File: src/rtl/td4x_cpu.sv
// td4x_cpu: parametrised TD4-style core with handshaked instruction fetch,
// zero/carry flags, conditional jumps, output strobe and an absorbing halt.
module td4x_cpu #(
  parameter int W      = 4,
  parameter int ADDR_W = 4
) (
  input  logic              clock,
  input  logic              reset,
  output logic [ADDR_W-1:0] address,
  output logic              fetch_req,
  input  logic [W+3:0]      data,
  input  logic              data_valid,
  input  logic [W-1:0]      io_in,
  output logic [W-1:0]      io_out,
  output logic              out_strobe,
  output logic              halted
);

  typedef enum logic [1:0] {IDLE, FETCH, EXEC, HALT} state_e;

  state_e            state_q, state_d;
  logic [W+3:0]      instr_q, instr_d;
  logic [W-1:0]      regA_q, regA_d;
  logic [W-1:0]      regB_q, regB_d;
  logic [W-1:0]      outReg_q, outReg_d;
  logic              cf_q, cf_d;
  logic              zf_q, zf_d;
  logic              strobe_q, strobe_d;
  logic [ADDR_W-1:0] ip_q, ip_d;

  logic [3:0]        opcode;
  logic [W-1:0]      imm;
  logic [ADDR_W-1:0] ipInc;
  logic [ADDR_W-1:0] jumpTarget;
  logic [W:0]        sumAImm;
  logic [W:0]        sumBImm;
  logic [W:0]        sumAB;
  logic [W-1:0]      diffAImm;

  assign opcode   = instr_q[W+3:W];
  assign imm      = instr_q[W-1:0];
  assign ipInc    = ip_q + ADDR_W'(1);
  assign sumAImm  = {1'b0, regA_q} + {1'b0, imm};
  assign sumBImm  = {1'b0, regB_q} + {1'b0, imm};
  assign sumAB    = {1'b0, regA_q} + {1'b0, regB_q};
  assign diffAImm = regA_q - imm;

  // Jump targets truncate the immediate, or zero-extend it for wide address spaces.
  if (ADDR_W <= W) begin : g_jumpTrunc
    assign jumpTarget = imm[ADDR_W-1:0];
  end else begin : g_jumpExt
    assign jumpTarget = {{(ADDR_W-W){1'b0}}, imm};
  end

  always_ff @(posedge clock or negedge reset) begin
    if (!reset) begin
      state_q  <= IDLE;
      instr_q  <= '0;
      regA_q   <= '0;
      regB_q   <= '0;
      outReg_q <= '0;
      cf_q     <= 1'b0;
      zf_q     <= 1'b0;
      strobe_q <= 1'b0;
      ip_q     <= '0;
    end else begin
      state_q  <= state_d;
      instr_q  <= instr_d;
      regA_q   <= regA_d;
      regB_q   <= regB_d;
      outReg_q <= outReg_d;
      cf_q     <= cf_d;
      zf_q     <= zf_d;
      strobe_q <= strobe_d;
      ip_q     <= ip_d;
    end
  end

  always_comb begin
    state_d  = state_q;
    instr_d  = instr_q;
    regA_d   = regA_q;
    regB_d   = regB_q;
    outReg_d = outReg_q;
    cf_d     = cf_q;
    zf_d     = zf_q;
    strobe_d = 1'b0;
    ip_d     = ip_q;

    case (state_q)
      IDLE: state_d = FETCH;
      FETCH: begin
        if (data_valid) begin
          instr_d = data;
          state_d = EXEC;
        end
      end
      EXEC: begin
        // Flags only survive one instruction, so every EXEC starts from cleared flags.
        state_d = FETCH;
        ip_d    = ipInc;
        cf_d    = 1'b0;
        zf_d    = 1'b0;
        case (opcode)
          4'b0000: begin
            regA_d = sumAImm[W-1:0];
            cf_d   = sumAImm[W];
            zf_d   = (sumAImm[W-1:0] == '0);
          end
          4'b0101: begin
            regB_d = sumBImm[W-1:0];
            cf_d   = sumBImm[W];
            zf_d   = (sumBImm[W-1:0] == '0);
          end
          4'b1101: begin
            regA_d = sumAB[W-1:0];
            cf_d   = sumAB[W];
            zf_d   = (sumAB[W-1:0] == '0);
          end
          4'b1000: begin
            regA_d = diffAImm;
            cf_d   = (imm > regA_q);
            zf_d   = (diffAImm == '0);
          end
          4'b0011: regA_d = imm;
          4'b0111: regB_d = imm;
          4'b0001: regA_d = regB_q;
          4'b0100: regB_d = regA_q;
          4'b0010: regA_d = io_in;
          4'b0110: regB_d = io_in;
          4'b1001: begin
            outReg_d = regB_q;
            strobe_d = 1'b1;
          end
          4'b1011: begin
            outReg_d = imm;
            strobe_d = 1'b1;
          end
          4'b1111: ip_d = jumpTarget;
          4'b1110: if (!cf_q) ip_d = jumpTarget;
          4'b1100: if (zf_q) ip_d = jumpTarget;
          4'b1010: begin
            ip_d    = ip_q;
            state_d = HALT;
          end
          default: ;
        endcase
      end
      HALT: ;
      default: state_d = IDLE;
    endcase
  end

  assign address    = ip_q;
  assign fetch_req  = (state_q == FETCH);
  assign io_out     = outReg_q;
  assign out_strobe = strobe_q;
  assign halted     = (state_q == HALT);

endmodule

File: config.mk
export PLATFORM = sky130hd
export DESIGN_NAME = td4x_cpu
export DESIGN_NICKNAME = d
export VERILOG_FILES = /design/src/rtl/td4x_cpu.sv
export SDC_FILE = /design/constraint.sdc
export NUM_CORES = 1
export LEC_CHECK = 0
export CORE_ASPECT_RATIO = 1.25
export CORE_MARGIN = 4
export CORE_UTILIZATION = 45
export DETAILED_ROUTE_END_ITERATION = 10
export PLACE_DENSITY_LB_ADDON = 0.15
export SLEW_MARGIN = 20
export SYNTH_ARGS = -nofsm -noshare
export SYNTH_HDL_FRONTEND = slang
export SYNTH_SLANG_ARGS = --single-unit
File: constraint.sdc
create_clock -name clock -period 3.6 [get_ports clock]
set_input_delay 0.54 -clock clock [delete_from_list [all_inputs] [get_ports clock]]
set_output_delay 0.54 -clock clock [all_outputs]
set_load 0.1 [all_outputs]
==> results by stage <==
Drt:
- The detail route stage leaves a number of antenna-violating nets equal to 0.
- Before antenna repair, the detailed router went through 4 iterations.
- After detailed routing, the average wire length per cell comes to 17.82 um.
- The routed layout has 2105 vias.
- The vias per cell is 6.014.
- The initial detailed-routing violation count is 147.
- After detailed routing, the number of remaining DRC violations is 0.
- Summed over all layers, the routed wires come to 6.237 mm.

Timing:
- The final number of hold-violating endpoints was 0.
- The maximum clock rate is 384.3 MHz.
- The final number of max-transition violations is 0.
- The transition time of the tightest slew-check pin is 0.9728 ns.
- The clock arrives with 0.003171 ns of skew.
- Setup repair after global routing left no endpoint under its margin.
- Measured against its own limit, the worst slew margin works out to 34.94%.
- The final setup violation count is 0.
- The final total negative setup slack is 0 ns.
- Counting I/O delays and the setup requirement, the final critical path takes 2.602 ns.
- The final worst setup slack is 0.9977 ns.
- The part of the cycle the worst path needs is 72.29%.

Clock network:
- CTS saw 29 sinks.
- Post-CTS repair changed the size of 0 cells.
- After clock tree synthesis, the setup repair step added 0 buffers.
- The clock reaches the later pin of the worst-skew pair after 0.29 ns.
- The clock slew seen by the registers of the worst setup and hold paths is 0.07 ns.
- CTS built an H-tree with a depth of 2.
- The CTS tree is yes.
- The library cell used as clock root buffer is sky130_fd_sc_hd__clkbuf_8.
- The number of hold-repair buffers added at the cts stage is 0.
- The number of buffers created by CTS is 5.
- No sink is reached through more buffers than the 2 on the longest clock path.

Final layout:
- After the flow finishes, the layout carries non-filler instances totaling 350.
- Counting the fill cells in the layout gives 502.
- In the layout the commonest cells are sky130_fd_sc_hd__dfrtp_1, sky130_fd_sc_hd__clkdlybuf4s50_1, sky130_fd_sc_hd__a21oi_1.
- From synthesis to final layout, the design area changed by 17.15%.
- The antenna diode count is 0.
- Leaving out fill and tap cells, the most frequent cell in the layout is sky130_fd_sc_hd__dfrtp_1.
- The final layout contains 327 nets.
- The layout cell share with drive strength beyond 1 is 8.681%.

Logic synthesis:
- The portion of the post-synthesis area used by sequential elements is 30.61%.
- The number of instances in the synthesized netlist is 263.
- The post-synthesis instance area is 2371 um2.
- The number of enable flip-flop cells after synthesis is 0.
- After synthesis, the share of flip-flops with an asynchronous set or reset is 100.0%.
- In the synthesized netlist the dominant register cell turns out to be sky130_fd_sc_hd__dfrtp_1.
- The total nets after synthesis is 303.
- During synthesis, Yosys emitted a total of 0 warnings.
- The synthesized design contains 29 register bits.
- The average footprint of a synthesized cell is 9.015 um2.
- The count of distinct cell types in the synthesized netlist is 60.

Power:
- The static power due to leakage is 1.184 nW.
- Summed over all nets, the switching power comes to 0.1425 mW.
- The share of total power dissipated in combinational logic is 3.5%.
- VDD sags by at most 0.0002281 V.
- Sequential cells burn 46.0% of the power.
- The share of total power dissipated in the clock network is 50.5%.
- The total power per unit cell area is 255.0 nW/um2.
- The post-layout total power is 0.7084 mW.
- The switching part of the total is 20.11%.
- The internal power of the cells is 0.5660 mW.

Floorplan:
- After floorplanning, the core was sized to cover 5080 um2.
- During I/O placement, the number of pins put on the boundary was 26.
- The floorplan has 29 rows.
- The vertical die dimension is 89.16 um.
- The die area is 6502 um2.
- The initial cell density of the core is 46.67%.
- From left edge to right edge, the die measures 72.93 um.

Place:
- Input and output buffers added on the ports amount to 25.
- At the end of routability-driven placement, the weighted congestion stood at 0.9781.
- The post-detailed-placement half-perimeter wirelength is 4.578 mm.
- Prior to clock tree synthesis, the placed netlist has a worst setup slack of 1.305 ns.
- The count of placed standard cells including taps is 342.

Critical path:
- The setup check on the worst reg-to-reg path leaves a slack of 1.35 ns.
- In this run the worst path has a maximum fanout of 5.
- The worst register-to-register path begins at instr_q[1].
- The kind of end point of the critical path is an output pin.
- The capturing point of the worst reg2reg path is zf_q.
- The slowest stage cell on the critical path is sky130_fd_sc_hd__clkdlybuf4s50_1.
- The worst setup path is of the register to output pin kind.
- At the worst endpoint, the arrival time is 2.06 ns.
- The worst path required time is 3.06 ns.
- In this design, the stage delay of the slowest critical-path cell is 1.14 ns.
- Traced cell by cell, the critical path runs through ha_1 -> clkdlybuf4s50_1.
- The kind of launch point of the worst setup path is a register.
- Counting cells, the worst reg-to-reg path comes to 7.

Worst hold path:
- Counting instances, the worst hold path has a depth of 2.
- The source of the worst hold timing path is io_out[2].
- The tightest min-delay check is of the register to register type.
- The worst hold path terminates at io_out[2].

Job:
- The reported max-cap violation count is 0.

Global routing:
- The maximum number of pins on one net before global-route repair is 37.
- Across every metal layer, demand over resource in global routing totals 21.21%.
- The first global-routing pass estimated 10.44 mm of wire.
- The number of antenna violations at the first check in global routing came to 0.
- The number of global-route vias before repair is 2123.
- The overflow left after global routing is 0.

Status:
- The flow ran to the end, and the final reports show no timing, DRC or antenna violations.
-- synth_stat cells (2+ instances only) --
library cell                instances  area (um2)
sky130_fd_sc_hd__nor2b_1            7       43.79
sky130_fd_sc_hd__fa_1               4       80.08
sky130_fd_sc_hd__clkbuf_1           2       7.510
sky130_fd_sc_hd__nor3_1             4       20.02
sky130_fd_sc_hd__xor2_1             2       17.52
sky130_fd_sc_hd__nor2_1            16       60.06
sky130_fd_sc_hd__o21ai_1            5       25.02
sky130_fd_sc_hd__and3b_1            2       17.52
sky130_fd_sc_hd__nand4b_1           2       17.52
sky130_fd_sc_hd__xnor2_1            4       35.03
sky130_fd_sc_hd__or4_1              2       15.01
sky130_fd_sc_hd__a21oi_1           22       110.1
sky130_fd_sc_hd__nand2b_1           6       37.54
sky130_fd_sc_hd__a21o_1             3       22.52
sky130_fd_sc_hd__a2bb2oi_1          2       17.52
sky130_fd_sc_hd__mux2i_1            4       40.04
sky130_fd_sc_hd__a211oi_1           4       30.03
sky130_fd_sc_hd__o21ai_0           14       70.07
sky130_fd_sc_hd__dfrtp_1           29       725.7
sky130_fd_sc_hd__ha_1              21       262.8
sky130_fd_sc_hd__mux2_2            10       112.6
sky130_fd_sc_hd__and2_1             2       12.51
sky130_fd_sc_hd__a21boi_0           2       15.01
sky130_fd_sc_hd__a31oi_1            2       12.51
sky130_fd_sc_hd__nor3b_1            2       15.01
sky130_fd_sc_hd__nand3_1            9       45.04
sky130_fd_sc_hd__o21bai_1           3       22.52
sky130_fd_sc_hd__nand2_1           19       71.32
sky130_fd_sc_hd__o31ai_1            7       52.55
sky130_fd_sc_hd__a41oi_1            2       17.52
sky130_fd_sc_hd__buf_2              5       25.02
sky130_fd_sc_hd__inv_1             17       63.81
-- per-layer routing --
layer | part of all wire [%] | GRT usage (%) | vias to the layer above
met4 | 4.7 | 12.25 | 0
met2 | 48 | 34.73 | 65
li1 | - | - | 1008
met5 | 0 | 0 | -
met3 | 4.2 | 3.937 | 20
met1 | 43 | 26.01 | 1012
-- worst max-delay path by stage --
stage / startpoint / end / cells after the start
after floorplan: state_q[1] / instr_q[0] / 4
after CTS: state_q[0] / halted / 2
final: state_q[0] / halted / 2
after global placement: state_q[0] / halted / 2
after detailed placement: state_q[0] / halted / 2
after global routing: state_q[0] / halted / 2
-- critical path: cells and delay by family (launching register included) --
family     cells  cell delay, ns
buf+inv        1            1.14
fa+ha+maj      1            0.21
flops          1            0.42
-- flip-flops by register name, summed over array words and instances, names as in the netlist --
| name | flops |
|---|---|
| io_out | 4 |
| instr_q | 8 |
| address | 4 |
| regA_q | 4 |
| state_q | 2 |
| zf_q | 1 |
| out_strobe | 1 |
| cf_q | 1 |
| regB_q | 4 |
-- per-stage QoR --
stage	area, um2	hold WS, ns	util [%]
after floorplan	2371	0.2444	-
after global placement	2660	0.4661	52.36
after detailed placement	2660	0.4668	52.36
after CTS	2776	0.4866	54.66
after global routing	2778	0.4989	54.68
final	2778	0.4773	54.68
-- power by group through the flow --
| stage | sequential, mW | clock (mW) | combinational [mW] |
|---|---|---|---|
| 3_5_place_dp | 0.332 | 0 | 0.0253 |
| 3_3_place_gp | 0.332 | 0 | 0.0249 |
| 2_1_floorplan | 0.332 | 0 | 0.00145 |
| 6_report | 0.326 | 0.358 | 0.0245 |
| 5_1_grt | 0.325 | 0.385 | 0.0270 |
| 4_1_cts | 0.326 | 0.365 | 0.0254 |
-- area by class of cell --
type / instances / area, um2 / area share [%]
multi-input combinational: 208 / 1538 / 55.36
sequential: 29 / 726.9 / 26.17
timing repair buffer: 26 / 255.2 / 9.189
clock buffer: 7 / 86.33 / 3.108
tap: 62 / 77.57 / 2.793
inverter: 17 / 63.81 / 2.297
clock inverter: 1 / 30.03 / 1.081
-- cells by family (layout without fill, tap and decap cells) --
kind of cell               after synthesis  count (layout)  share of synthesized area [%]
DFF                                     29              29                          30.61
muxes                                   14              14                          6.438
AOI/OAI and AO/OA                       79              79                          22.06
and+or+nand+nor                         84              84                          19.68
adders and majority gates               25              25                          14.46
buffers and inverters                   26              51                          4.538
xor gates and xnor gates                 6               6                          2.216
No activity file was read; power rests on OpenSTA's default activity.
